[src/rtl/fetch_stage.sv]
// fetch_stage: word-address PC, one-outstanding imem request, registered inst/pc to decode with stall hold and redirect flush
module fetch_stage #(
    parameter logic [29:0] RESET_PC = 30'h0000_0000
) (
    input  logic        clk,
    input  logic        sync_rst,
    input  logic        clk_en,
    input  logic        redirect,
    input  logic [29:0] redirect_pc,
    output logic [29:0] imem_addr,
    output logic        imem_req,
    input  logic [31:0] imem_data,
    input  logic        imem_valid,
    output logic [31:0] inst_out,
    output logic [29:0] pc_out
);
    localparam logic [31:0] NOP = 32'h0000_0013;
    typedef enum logic [1:0] {FETCH, HOLD, DISCARD} state_t;
    state_t      state;
    logic [29:0] fetch_addr;
    logic [29:0] target;
    logic [29:0] hold_pc;
    logic [31:0] hold_inst;
    logic        take;
    assign imem_req  = state == FETCH || state == DISCARD;
    assign imem_addr = fetch_addr;
    assign take      = imem_valid && imem_req;
    always_ff @(posedge clk) begin
        if (sync_rst) begin
            state      <= FETCH;
            fetch_addr <= RESET_PC;
            target     <= RESET_PC;
            inst_out   <= NOP;
            pc_out     <= RESET_PC;
            hold_inst  <= NOP;
            hold_pc    <= RESET_PC;
        end else if (redirect) begin
            inst_out <= NOP;
            target   <= redirect_pc;
            if (state == HOLD || take) begin
                fetch_addr <= redirect_pc;
                state      <= FETCH;
            end else begin
                state <= DISCARD;
            end
        end else begin
            case (state)
                FETCH: begin
                    if (take) begin
                        fetch_addr <= fetch_addr + 30'd1;
                        if (clk_en) begin
                            inst_out <= imem_data;
                            pc_out   <= fetch_addr;
                        end else begin
                            hold_inst <= imem_data;
                            hold_pc   <= fetch_addr;
                            state     <= HOLD;
                        end
                    end else if (clk_en) begin
                        inst_out <= NOP;
                    end
                end
                HOLD: begin
                    if (clk_en) begin
                        inst_out <= hold_inst;
                        pc_out   <= hold_pc;
                        state    <= FETCH;
                    end
                end
                DISCARD: begin
                    if (take) begin
                        fetch_addr <= target;
                        state      <= FETCH;
                    end
                    if (clk_en) inst_out <= NOP;
                end
                default: state <= FETCH;
            endcase
        end
    end
endmodule

[config.mk]
export PLATFORM = sky130hd
export DESIGN_NAME = fetch_stage
export DESIGN_NICKNAME = d
export VERILOG_FILES = /design/src/rtl/fetch_stage.sv
export SDC_FILE = /design/constraint.sdc
export NUM_CORES = 1
export LEC_CHECK = 0
export ABC_CLOCK_PERIOD_IN_PS = 2500
export BUFFER_PORTS_ARGS = -buffer_cell sky130_fd_sc_hd__clkbuf_2
export CORE_ASPECT_RATIO = 0.8
export CORE_UTILIZATION = 50
export DETAILED_ROUTE_END_ITERATION = 8
export PLACE_DENSITY = 0.78
export SLEW_MARGIN = 40
export SYNTH_ARGS = -nofsm -noshare
export SYNTH_HDL_FRONTEND = slang
export SYNTH_SLANG_ARGS = --single-unit
[constraint.sdc]
create_clock -name clk -period 2.5 [get_ports clk]
set_input_delay 0.25 -clock clk [delete_from_list [all_inputs] [get_ports clk]]
set_output_delay 0.25 -clock clk [all_outputs]
set_load 0.005 [all_outputs]
# After elaboration in Yosys (flattened, before gate mapping)
# Cells that the tools add are included.
# W data, S select, Z words.
# op_classes
n_addsub	1
eq_ne	11
muxes	21
n_bitwise	2
n_reduce_logical	13
# ops
operator	n
$mux W30	7
$mux W32	4
$pmux W30 S2	2
$pmux W32 S3	1
$add A30 B1 Y30 const B	1
$ne A3 B3 Y1 const B	5
$mux W2	6
$reduce_and A4 Y1	3
$ne A2 B2 Y1 const B	3
$pmux W2 S3	1
$reduce_bool A3 Y1	2
$reduce_and A5 Y1	1
$reduce_and A3 Y1	1
$eq A2 B1 Y1 const B	1
$eq A2 B2 Y1 const B	1
$logic_not A2 Y1	1
$logic_or A1 B1 Y1	2
$ne A2 B1 Y1 const B	1
$not A1 Y1	2
$reduce_bool A2 Y1	1
$reduce_or A2 Y1	1
$logic_and A1 B1 Y1	1
# totals
regBits	186
inputBits	67
elab_cells	55

# Logic depth before layout (Yosys ltp)
# Gate-level depths: netlist of the first run.
# logic_depth
word_depth	6
mapped_depth	10

# Worst setup path before layout of the first run
# No wires, ideal clock.
# synth_timing
path_type	register to register
startpoint	register state[0]
endpoint	register inst_out[20]
setup_time_ns	0.065
arrival_time_ns	2.188
t_required_ns	2.435
slack_ns	0.247
stages_incl_launch_ff	11
path_buffers	3
synth_period_minus_slack_ns	2.253
path_cell_list	dfxtp_1 > inv_1 > ha_1 > clkbuf_1 > or2_2 > o22a_1 > clkbuf_1 > o31ai_1 > buf_2 > a22oi_1 > nor2_1
# synth_via
elab_chain_cells	5
# synth_lines
item	line_no	source
start: declaration	19	state_t state;
start signal: assignment	30	state <= FETCH;
start signal: assignment	42	state <= FETCH;
start signal: assignment	44	state <= DISCARD;
$eq A2 B2 Y1 / $logic_not A2 Y1 (equally long branches)	25, 47	
$logic_or A1 B1 Y1	25	assign imem_req = state == FETCH || state == DISCARD;
$logic_and A1 B1 Y1	27	assign take = imem_valid && imem_req;
$ne A3 B3 Y1 (no source line) / $mux W32 (equally long branches)	-	
$reduce_and A3 Y1 (no source line) / $pmux W32 S3 (equally long branches)	-	
end signal: assignment	52	inst_out <= imem_data;
end signal: assignment	65	inst_out <= hold_inst;
end: declaration	14	output logic [31:0] inst_out,
# Several ways; a longest one is shown, not always the timed one.
# A chain may end at the register's enable or synchronous reset.

# Worst setup path after layout of the first run
# layout_timing
startpoint	register fetch_addr[5] (netlist: imem_addr[5])
endpoint	register fetch_addr[20] (netlist: imem_addr[20])
# layout_via
elab_chain_cells	4
# layout_lines
item	line_no	source
start: declaration	20	logic [29:0] fetch_addr;
start signal: assignment	41	fetch_addr <= redirect_pc;
start signal: assignment	50	fetch_addr <= fetch_addr + 30'd1;
start signal: assignment	72	fetch_addr <= target;
$add A30 B1 Y30	50	
$mux W30	49	if (take) begin
$pmux W30 S2	47	case (state)
$mux W30	37	end else if (redirect) begin
# No other way between the ends. The select of a mux whose other input is x is not followed.

==> results of run 1 <==
synthesized netlist by cell type, types with 3 or more instances:
library cell    n  share of area
buf_1           6         0.0026
a22oi_1        23          0.020
or4_1           4         0.0035
a222oi_1        4         0.0047
o21ai_0        32          0.019
nand3b_1        6         0.0053
a311o_1        13          0.015
nand3_1        13         0.0076
nand2_1       184          0.081
nand4_1         5         0.0037
ha_1            4         0.0059
xor2_1          6         0.0062
o31ai_1         8         0.0070
mux2i_1        59          0.069
a211oi_1       38          0.033
or3_1           7         0.0051
buf_2           9         0.0053
nand2b_1       12         0.0088
a22o_1         23          0.024
or2_2           6         0.0044
a32oi_1        13          0.013
clkbuf_1       81          0.036
nor2b_1         8         0.0059
a31oi_1         5         0.0037
nor4_1          8         0.0059
and3_1         14          0.010
and2_1          3         0.0022
a21oi_1       100          0.059
a311oi_1        4         0.0041
dfxtp_1       186           0.44
inv_1          12         0.0053
nor2_1        112          0.049
nor3_1         17          0.010
how the worst max path moves through the flow:
stage | to | slack, ps | cells after the start
finish | imem_addr[20] | 180 | 5
global route | imem_addr[29] | 50 | 5
CTS | imem_addr[20] | 200 | 5
detailed placement | imem_addr[20] | 200 | 5
global placement | inst_out[7] | 270 | 7
floorplan | inst_out[20] | 250 | 10
routing by layer:
metal / vias up / GRT usage
met1: 3756 / 0.366
met4: 0 / 0.0915
met3: 29 / 0.0452
met2: 294 / 0.374
li1: 3981 / -
met5: - / 0
cell families after synthesis:
kind of cell	synth area share
buffers and inverters	0.0499
adder cells (fa/ha/maj)	0.00587
AND/OR/NAND/NOR	0.210
multiplexers	0.0692
AO/OA/AOI/OAI	0.221
XOR/XNOR	0.00718
flip-flops	0.436
sequential cells by signal, summed over array words and instances, names as in the netlist:
| signal | flops |
|---|---|
| imem_addr | 30 |
| target | 30 |
| hold_pc | 30 |
| inst_out | 32 |
| state | 2 |
| hold_inst | 32 |
| pc_out | 30 |
power by group through the flow:
| stage | logic [mW] | registers (mW) | clock network [mW] |
|---|---|---|---|
| final | 1.21 | 3.23 | 2.74 |
| after global routing | 1.33 | 3.25 | 2.91 |
| after CTS | 1.20 | 3.23 | 2.77 |
| after detailed placement | 1.20 | 3.30 | 0 |
| after global placement | 1.18 | 3.29 | 0 |
| after floorplan | 0.749 | 3.30 | 0 |
area by class of cell:
class | instances | share of cell area
clock inverters | 12 | 0.0136
flip-flops and latches | 186 | 0.364
clock buffers | 20 | 0.0447
inverters | 13 | 0.00478
well taps | 220 | 0.0269
multi-input cells | 757 | 0.433
repair buffers | 201 | 0.113
tightest hold or removal path, delay by kind of cell:
family          cells  cell delay (ps)
compound gates      1               50
buf+inv             1               90
simple gates        1               50
cell usage in the layout (no fill, tap or decap), types with 4 or more instances in the layout:
| cell | n |
|---|---|
| a22oi_1 | 23 |
| a22o_1 | 23 |
| inv_1 | 12 |
| nand2_1 | 184 |
| clkbuf_2 | 157 |
| nor4_1 | 8 |
| nand3b_1 | 6 |
| a21oi_1 | 100 |
| or2_2 | 6 |
| o31ai_1 | 7 |
| a222oi_1 | 4 |
| a311o_1 | 13 |
| clkinvlp_4 | 4 |
| nand3_1 | 13 |
| a31oi_1 | 5 |
| clkbuf_16 | 17 |
| a211oi_1 | 37 |
| nand4_1 | 5 |
| a311oi_1 | 4 |
| nand2b_1 | 12 |
| mux2i_1 | 59 |
| a32oi_1 | 13 |
| dfxtp_1 | 186 |
| or3_1 | 6 |
| o21ai_0 | 32 |
| nor2_1 | 112 |
| nor2b_1 | 8 |
| buf_4 | 41 |
| or4_1 | 4 |
| xor2_1 | 6 |
| and3_1 | 14 |
| nor3_1 | 16 |
==> flow_summary.yaml, run 1 <==
clock_network:
  root_buffer: "clkbuf_16"
  clkSlewWorstSetupHoldPaths_ps: 70
  cts_buffer_depth: 2
  cts.sinks: 186
  cts_tree: "done"
  cts_setup_buffers: 0
  clk_latency_ps: 440
  cts_htree_levels: 4
  numCtsBuffers: 17
  post_cts_resize_count: 0
  hold_buffers: 0
layout:
  regArea_mm2: 0.00372
  finish.utilization: 0.615
  fin_nets: 1247
  instances_no_fill: 1409
  antenna_cells: 0
  drive_above_1_share: 0.210
  area_delta_synth_final_pct: 19.7
  fin_area_mm2: 0.0102
  fillers: 1473
  multi_input_area_mm2: 0.00442
floorplanning:
  die_w_um: 148
  rows: 42
  die_h_um: 119
  start_util: 0.514
  dieArea_mm2: 0.0176
  pin_count: 160
  core_mm2: 0.0166
pwr:
  peakVddDrop_v: 0.000554
  power.total_mw: 7.18
  power_frac_clock: 0.381
  p_switching_mw: 2.03
  p_seq_frac: 0.450
  p_sw_frac: 0.282
  p_per_area_mw_per_mm2: 703
  leakagePower_nw: 3.95
  internal_power_mw: 5.16
  combPwrFrac: 0.169
worst_setup_path:
  startpoint_type: "flip-flop"
  crit_path_end_kind: "flip-flop"
  cpMostUsedCell: "or4_1"
  r2r_start: "imem_addr[5]"
  slowest_delay_ps: 720
  crit_type: "reg -> reg"
  crit_slowest_cell: "or4_1"
  cp_num_buf_inv: 0
  worst-path-max-fanout: 8
  crit_path_start: "imem_addr[5]"
  worst_r2r_path_depth: 5
  crit_chain: "nand4_1 > or4_1 > or4_1 > a21oi_1 > o21ba_1"
  crit_arrival_ps: 2710
  rrSetupSlack_ps: 180
  cp_data_required_time_ps: 2890
  timing.rr.end: "imem_addr[20]"
  cp_top_family: "simple AND/OR/NAND/NOR gates"
min_path:
  hp-start: "imem_data[2]"
  hold_path.class: "in -> reg"
  hold-path-endpoint: "hold_inst[2]"
  whs_path_depth: 3
global_routing:
  grt_overflow: 0
  grt_usage: 0.253
  grt_max_degree: 102
  grt_pass1_vias: 7001
  antenna_found_initial: 0
  grt_first_pass_wirelength_um: 35900
drt:
  final_antenna_net_count: 0
  routedWlPerCell_um: 15.7
  met2_length_um: 9790
  firstDrtPassIters: 8
  drt-vias-per-instance: 5.72
  drc_errors: 0
  drt_iter0_drc: 705
  route.top_layer_used: "met4"
  wl_met3_um: 1580
  met1_length_um: 10400
  drt_wl_total_um: 22200
  via_count: 8060
timing:
  tns_ps: 0
  fin_ws_ps: 178
  slew_viol_final: 0
  report.final.hold_viol_count: 0
  max_freq_mhz: 431
  max-slew-margin-rel: 0.503
  hold_ws_ps: 47.5
  finalSetupViolations: 0
  tightest_slew_ps: 745
  skew_ps: 7.31
  period_share: 0.929
  fin_crit_ps: 2320
  rsz0062_at_grt: "no"
synthesis:
  syn_inst: 1053
  synth-seq-cells: 186
  seq_area_frac_synth: 0.436
  ys_async_sr_fraction: 0
  yosysUniqueCellTypes: 56
  syn_nets: 1124
  synth_area_mm2: 0.00853
  yosysWarnings: 0
  synth-edff-count: 0
  synthFlopType: "dfxtp_1"
  avgSynthCellArea_um2: 8.10
placed_design:
  place_inst: 1377
  place_ws_ps: 199
  gp_congestion: 0.839
  dp_hpwl_um: 14400
  dpl_cell_area_mm2: 0.00962
  io_buffers: 159
outcome:
  outcome: "finished, final reports clean"
job:
  cap_violations: 0
(Power assumes the default switching activity.)
==> run 2, diff against run 1 <==
--- a/config.mk
+++ b/config.mk
@@ -8,6 +8,7 @@
 export ABC_CLOCK_PERIOD_IN_PS = 2500
 export BUFFER_PORTS_ARGS = -buffer_cell sky130_fd_sc_hd__clkbuf_2
 export CORE_ASPECT_RATIO = 0.8
+export CORE_MARGIN = 5
 export CORE_UTILIZATION = 50
 export DETAILED_ROUTE_END_ITERATION = 8
 export PLACE_DENSITY = 0.78
==> run 2 against run 1 <==
Largest cell class unchanged. Combinational power about the same. Fmax up 1.0%. Total power up 4.1%. First-iteration DRC count up 12%. Register-to-register slack better by 20 ps. Flip-flop and latch count unchanged. Via count up 0.51%. Count of clock-buffer cells in the layout down 1. Core utilization up 0.44 points. Die area up 12%. Setup slack better by 23 ps. Critical path depth up 1.
==> flow_summary.yaml, run 2 (same netlist as run 1, synthesis figures left out) <==
pwr:
  p_sw_frac: 0.272
  p_switching_mw: 2.03
  p_seq_frac: 0.433
  combPwrFrac: 0.166
  power_frac_clock: 0.401
  peakVddDrop_v: 0.000491
  internal_power_mw: 5.45
  leakagePower_nw: 4.01
  p_per_area_mw_per_mm2: 724
timing:
  report.final.hold_viol_count: 0
  tightest_slew_ps: 757
  period_share: 0.920
  skew_ps: 10.7
  hold_ws_ps: 51.4
  fin_crit_ps: 2300
  tns_ps: 0
  fin_ws_ps: 201
  slew_viol_final: 0
  max_freq_mhz: 435
  max-slew-margin-rel: 0.495
  rsz0062_at_grt: "no"
  finalSetupViolations: 0
drt:
  drt-vias-per-instance: 5.73
  firstDrtPassIters: 5
  drt_iter0_drc: 788
  via_count: 8101
  final_antenna_net_count: 0
  drt_wl_total_um: 23600
  drc_errors: 0
  routedWlPerCell_um: 16.7
worst_setup_path:
  crit_arrival_ps: 2680
  worst-path-max-fanout: 8
  startpoint_type: "flip-flop"
  crit_path_end_kind: "flip-flop"
  cp_data_required_time_ps: 2880
  crit_type: "reg -> reg"
layout:
  fin_nets: 1252
  fin_area_mm2: 0.0103
  area_delta_synth_final_pct: 21.0
  final_common_cell: "dfxtp_1"
  drive_above_1_share: 0.214
  antenna_cells: 0
  top_regs: "hold_inst x32, inst_out x32"
  mostFrequentLayoutCells: "dfxtp_1 (186), nand2_1 (184), clkbuf_2 (157)"
placed_design:
  place_ws_ps: 202
  gp_congestion: 0.879
  dpl_cell_area_mm2: 0.00966
  io_buffers: 159
  dp_hpwl_um: 15700
clock_network:
  cts_tree: "done"
  numCtsBuffers: 17
  root_buffer: "clkbuf_16"
  clk_latency_ps: 430
  post_cts_resize_count: 0
  clkSlewWorstSetupHoldPaths_ps: 70
  cts_buffer_depth: 2
  hold_buffers: 0
  cts_htree_levels: 4
  cts.sinks: 186
  cts_setup_buffers: 0
floorplanning:
  die_w_um: 156
  core_mm2: 0.0167
  dieArea_mm2: 0.0198
  rows: 42
  die_h_um: 127
  pin_count: 160
  start_util: 0.512
global_routing:
  grt_first_pass_wirelength_um: 38200
  grt_max_degree: 94
  grt_overflow: 0
  antenna_found_initial: 0
  grt_usage: 0.234
  grt_pass1_vias: 7447
job:
  cap_violations: 0
min_path:
  hold_path.class: "in -> reg"
outcome:
  outcome: "finished, final reports clean"
[run 2: final cells by class]
class                   count  area (um^2)
clock buffers              19          443
clock inverters            13          214
fillers                  1467         6340
inverters                  13         48.8
multi-input cells         757         4410
flip-flops and latches    186         3720
well taps                 220          275
repair buffers            206         1200
[run 2: final timing paths]
| path | slack, ps | start | depth (start not counted) | endpoint |
|---|---|---|---|---|
| min reg2reg | 450 | hold_pc[13] | 2 | hold_pc[13] |
| max | 200 | imem_addr[0] | 6 | imem_addr[20] |
| min | 50 | imem_data[5] | 3 | hold_inst[5] |
| max reg2reg | 200 | imem_addr[0] | 6 | imem_addr[20] |
[run 2: power by group through the flow]
stage / Sequential [mW] / Combinational, mW / Clock (mW)
detailed placement: 3.30 / 1.23 / 0
floorplan: 3.30 / 0.749 / 0
CTS: 3.23 / 1.23 / 3.04
global route: 3.25 / 1.37 / 3.17
finish: 3.24 / 1.24 / 3.00
global placement: 3.29 / 1.21 / 0
[run 2: stage by stage]
| stage | utilization | total power [mW] | instances |
|---|---|---|---|
| 6_report | 0.620 | 7.48 | 1414 |
| 5_1_grt | 0.620 | 7.79 | 1414 |
| 4_1_cts | 0.619 | 7.50 | 1414 |
| 3_5_place_dp | 0.580 | 4.53 | 1382 |
| 3_3_place_gp | 0.580 | 4.50 | 1382 |
| 2_1_floorplan | - | 4.05 | 1053 |
[run 2: worst max-delay path, cell delays in order (launching register included)]
cell and delay [ps]:
dfxtp_1 340, ha_1 240, nand2_1 130, or4_1 700, or4_1 560, a21oi_1 170
o21ba_1 120
[run 2: per-layer routing]
layer | track usage | vias to the layer above | share of wire
met4 | 0.0690 | 0 | 0.018
met2 | 0.347 | 317 | 0.43
li1 | - | 3981 | -
met3 | 0.0630 | 36 | 0.088
met5 | 0 | - | 0
met1 | 0.335 | 3767 | 0.46
